==> config.mk <==
export PLATFORM = sky130hd
export DESIGN_NAME = alu_arbiter
export DESIGN_NICKNAME = d
export VERILOG_FILES = /design/src/rtl/alu_pkg.sv /design/src/rtl/rr_pick2.sv /design/src/rtl/alu_arbiter.sv
export SDC_FILE = /design/constraint.sdc
export NUM_CORES = 1
export LEC_CHECK = 0
export CORE_AREA = 5 5 85 87
export CTS_CLUSTER_SIZE = 28
export DETAILED_ROUTE_END_ITERATION = 7
export DIE_AREA = 0 0 90 92
export PLACE_DENSITY = 0.71
export SETUP_SLACK_MARGIN = 0.2
export SKIP_CTS_REPAIR_TIMING = 1
export SLEW_MARGIN = 20
export SYNTH_ARGS = -nofsm -noshare
export SYNTH_HDL_FRONTEND = slang
export SYNTH_SLANG_ARGS = --single-unit
export TNS_END_PERCENT = 100
==> constraint.sdc <==
create_clock -name clk -period 1.6 [get_ports clk]
set_clock_uncertainty 0.2 [all_clocks]
set_input_delay 0.24 -clock clk [delete_from_list [all_inputs] [get_ports clk]]
set_output_delay 0.24 -clock clk [all_outputs]
set_load 0.02 [all_outputs]
==> src/rtl/alu_pkg.sv <==
// alu_pkg: opcodes, FSM state encoding and default operand width shared by the ALU arbiter
package alu_pkg;
  localparam int REGISTER_LEN = 10;
  localparam logic [2:0] OP_PASS = 3'b000;
  localparam logic [2:0] OP_LT   = 3'b001;
  localparam logic [2:0] OP_ADDI = 3'b010;
  localparam logic [2:0] OP_SUBI = 3'b011;
  localparam logic [2:0] OP_ADD  = 3'b100;
  localparam logic [2:0] OP_SUB  = 3'b101;
  localparam logic [2:0] OP_AND  = 3'b110;
  localparam logic [2:0] OP_OR   = 3'b111;
  typedef enum logic [1:0] {IDLE, EXEC, RESP} state_t;
endpackage

==> src/rtl/rr_pick2.sv <==
// rr_pick2: two-way round-robin grant; on a tie the requester that did not win last time wins
module rr_pick2 (
  input  logic [1:0] valid,
  input  logic       last,
  output logic       grant,
  output logic       grant_valid
);
  always_comb begin
    grant_valid = |valid;
    grant = &valid ? ~last : valid[1];
  end
endmodule

==> src/rtl/alu_arbiter.sv <==
// alu_arbiter: serialises two requesters onto one shared combinational ALU and routes results back
module alu_arbiter #(
  parameter int REGISTER_LEN = alu_pkg::REGISTER_LEN
) (
  input  logic                    clk,
  input  logic                    rst_n,
  input  logic [1:0]              req_valid,
  output logic [1:0]              req_ready,
  input  logic [2:0]              req_op_0,
  input  logic [2:0]              req_op_1,
  input  logic [3:0]              req_cal_0,
  input  logic [3:0]              req_cal_1,
  input  logic [REGISTER_LEN-1:0] req_a_0,
  input  logic [REGISTER_LEN-1:0] req_a_1,
  input  logic [REGISTER_LEN-1:0] req_b_0,
  input  logic [REGISTER_LEN-1:0] req_b_1,
  output logic [1:0]              rsp_valid,
  input  logic [1:0]              rsp_ready,
  output logic [REGISTER_LEN:0]   rsp_r,
  output logic [2:0]              alu_op,
  output logic [3:0]              alu_cal,
  output logic [REGISTER_LEN-1:0] alu_a,
  output logic [REGISTER_LEN-1:0] alu_b,
  input  logic [REGISTER_LEN:0]   alu_r,
  output logic                    busy
);
  import alu_pkg::*;
  state_t state, next_state;
  logic [2:0] op_q;
  logic [3:0] cal_q;
  logic [REGISTER_LEN-1:0] a_q, b_q;
  logic [REGISTER_LEN:0] res_q;
  logic tag, last_grant, grant, grant_valid, accept;
  rr_pick2 u_pick (
    .valid(req_valid),
    .last(last_grant),
    .grant(grant),
    .grant_valid(grant_valid)
  );
  always_comb begin
    accept = (state == IDLE) && grant_valid;
    req_ready = accept ? (grant ? 2'b10 : 2'b01) : 2'b00;
    rsp_valid = (state == RESP) ? (tag ? 2'b10 : 2'b01) : 2'b00;
    busy = state != IDLE;
    next_state = (state == IDLE) ? (accept ? EXEC : IDLE) :
                 (state == EXEC) ? RESP :
                 (rsp_ready[tag] ? IDLE : RESP);
  end
  assign alu_op = op_q;
  assign alu_cal = cal_q;
  assign alu_a = a_q;
  assign alu_b = b_q;
  assign rsp_r = res_q;
  always_ff @(posedge clk or negedge rst_n) begin
    if (!rst_n) begin
      state <= IDLE;
      last_grant <= 1'b1;
      tag <= 1'b0;
      op_q <= '0;
      cal_q <= '0;
      a_q <= '0;
      b_q <= '0;
      res_q <= '0;
    end else begin
      state <= next_state;
      if (accept) begin
        tag <= grant;
        last_grant <= grant;
        op_q <= grant ? req_op_1 : req_op_0;
        cal_q <= grant ? req_cal_1 : req_cal_0;
        a_q <= grant ? req_a_1 : req_a_0;
        b_q <= grant ? req_b_1 : req_b_0;
      end
      if (state == EXEC) res_q <= alu_r;
    end
  end
endmodule

==> flow_summary.ini <==
[setup_path]
critical_path.endpoint_type = primary output
critical_path_required_ns = 1.16
critPathSlowestCell = dfrtp_1
cpPeakStageDelay_ns = 0.41
worst-endpoint-arrival_ns = 1.28
critical_path.cell_chain = nor2_4 -> buf_4 -> nand3_4 -> inv_4 -> buf_6
startpoint_type = register
category_of_the_most_critical_setup_path = register to primary output
critPathMaxFanout = 3

[power]
cellLeakagePower_nw = 2.18
power.ir.vdd_worst_mv = 0.968
design_power_total_mw = 7.21
pwr_density_cell_mw_per_mm2 = 1830

[status]
outcome = finished with violations
violated_checks = negative setup slack

[timing]
slew-limit-headroom = 0.736
drv_slew = 0
finalSetupViolCount = 5
max_clock_freq_mhz = 582
max_slew.worst_pin.slew_ns = 0.395
worst_setup_margin_ns = -0.119
rsz0062_at_grt = yes
period_minus_slack_ns = 1.72
fin_crit_sh = 1.07
timing.final.hold_violations = 0
whs_ns = 0.230

[detailed_routing]
detailedRoute.firstIterationViolations = 46
drt-pass1-iter-count = 4
drt-vias-per-instance = 4.79
antenna_violating_nets_post_route = 0
num_vias = 1930
drt-wirelength-per-cell_um = 16.6
finalWirelength_um = 6690
drcViolationCount = 0

[yosys]
synth-seq-cells = 42
yosysWarningCount = 0
synthesis.area_mm2 = 0.00216
synth_cell_types = 26
cells_after_synthesis = 193
mappedNetlistNets = 264
synthesis.area_per_instance_um2 = 11.2
sequential_cell_area_fraction_in_the_yosys_report = 0.487

[flow_run]
maxCapViolations = 0

[clock_tree]
clk_path_buf_depth = 2
h-tree-depth = 2
insertion_delay_ns = 0.29
cts_made_buffers = 5
clock_tree_sinks = 42
cts_root_buf = clkbuf_8
clock_slew_seen_by_the_registers_of_the_worst_setup_and_hold_paths_ns = 0.08
tritoncts = built

[grt]
number_of_global_route_vias_before_repair = 1977
grt.overflow.total = 0
first_pass_grt_wire_length_um = 10100
groute.usage.overall = 0.147
maximum_number_of_pins_on_one_net_before_global_route_repair = 30
grt_antenna_before_repair = 0

[cells_and_area]
final_cells = 403
area_delta_synth_final_pct = 82.2
mostFrequentLayoutCell = clkdlybuf4s50_1
fillerInstances = 534
final_nets = 396
layout_common_cells = 69 x clkdlybuf4s50_1, 54 x inv_1, 40 x dfrtp_1
n_antenna_cell = 0
layout-drive-gt1-share = 0.322

[floorplan]
dieWidth_um = 90
row_count = 29
io_pins = 114
die_height_um = 92
initial_core_util = 0.344
die_area_mm2 = 0.00828
core_area_mm2 = 0.00628

[placed_design]
finalWeightedCongestion = 0.663
hpwlAfterDp_um = 4580
dp_cells = 385
port_buffers = 113

[worst_hold_path]
hp-class = primary input to asynchronous set/reset pin
==> flip-flops by register name, indices dropped and copies added, names as in the netlist <==
signal / count
tag: 1
alu_cal: 4
rsp_r: 11
alu_a: 10
alu_b: 10
last_grant: 1
state: 2
alu_op: 3
==> where the power goes <==
group          switching [mW]  internal [mW]
clock network           0.353          0.348
registers               0.350           1.61
logic                    2.13           2.42
==> Yosys cell counts, drive strengths merged <==
library cell,number,area share
and3b,1,0.0046
buf,9,0.044
clkbuf,3,0.010
dfrtp,41,0.47
dfstp,1,0.012
inv,57,0.099
mux2,11,0.073
mux2i,1,0.0046
nand2,5,0.0087
nand2b,2,0.0093
nand3,2,0.013
nor2,3,0.0087
nor3b,1,0.0035
o21ai,29,0.071
o221ai,27,0.16
==> metrics by stage <==
stage / TNS, ns / worst slack [ns] / area, um^2 / util
final: -0.376 / -0.119 / 3940 / 0.627
after global routing: -0.997 / -0.173 / 3940 / 0.627
after CTS: -8.91 / -0.571 / 3500 / 0.558
after global placement: -9.23 / -0.506 / 3410 / 0.543
after detailed placement: -9.78 / -0.507 / 3410 / 0.543
after floorplan: 0 / 0.179 / 2190 / -
==> path summary, 6_finish.rpt <==
kind                                 start      endpoint  slack [ns]  cells past startpoint
worst max-delay path              state[1]  req_ready[0]       -0.12                      5
worst min-delay path                 rst_n     alu_op[2]        0.23                      2
worst max register to register    state[1]      alu_a[7]        0.03                      7
worst min register to register  last_grant    last_grant        0.27                      2
max in group asynchronous            rst_n      state[0]        0.47                      3
min in group clk                last_grant    last_grant        0.27                      2
==> critical path, delay by kind of cell, from the launching register on <==
| kind | cells | cell delay [ns] |
|---|---|---|
| flops | 1 | 0.41 |
| buf+inv | 3 | 0.31 |
| simple gates | 2 | 0.27 |
==> layer usage <==
metal / global-route usage / vias to the layer above / part of all wire
met4: 0.0347 / 0 / 0.0084
li1: - / 917 / -
met5: 0 / - / 0
met3: 0.0442 / 6 / 0.063
met1: 0.192 / 944 / 0.42
met2: 0.241 / 63 / 0.51
==> layout make-up <==
| type | instances | area [um^2] | share of cell area |
|---|---|---|---|
| flip-flops and latches | 42 | 1050 | 0.267 |
| inverters | 57 | 229 | 0.0581 |
| clock inverters | 1 | 5.00 | 0.00127 |
| clock buffers | 7 | 86.3 | 0.0219 |
| multi-input cells | 83 | 940 | 0.239 |
| repair buffers | 136 | 1530 | 0.388 |
| well taps | 77 | 96.3 | 0.0245 |
==> logic make-up after synthesis <==
kind of cell,Yosys count,share of synthesized area
AOI/OAI and AO/OA,56,0.235
DFF,42,0.487
and+or+nand+nor,14,0.0475
buffers and inverters,69,0.153
muxes,12,0.0775
No activity file was read; power rests on OpenSTA's default activity.
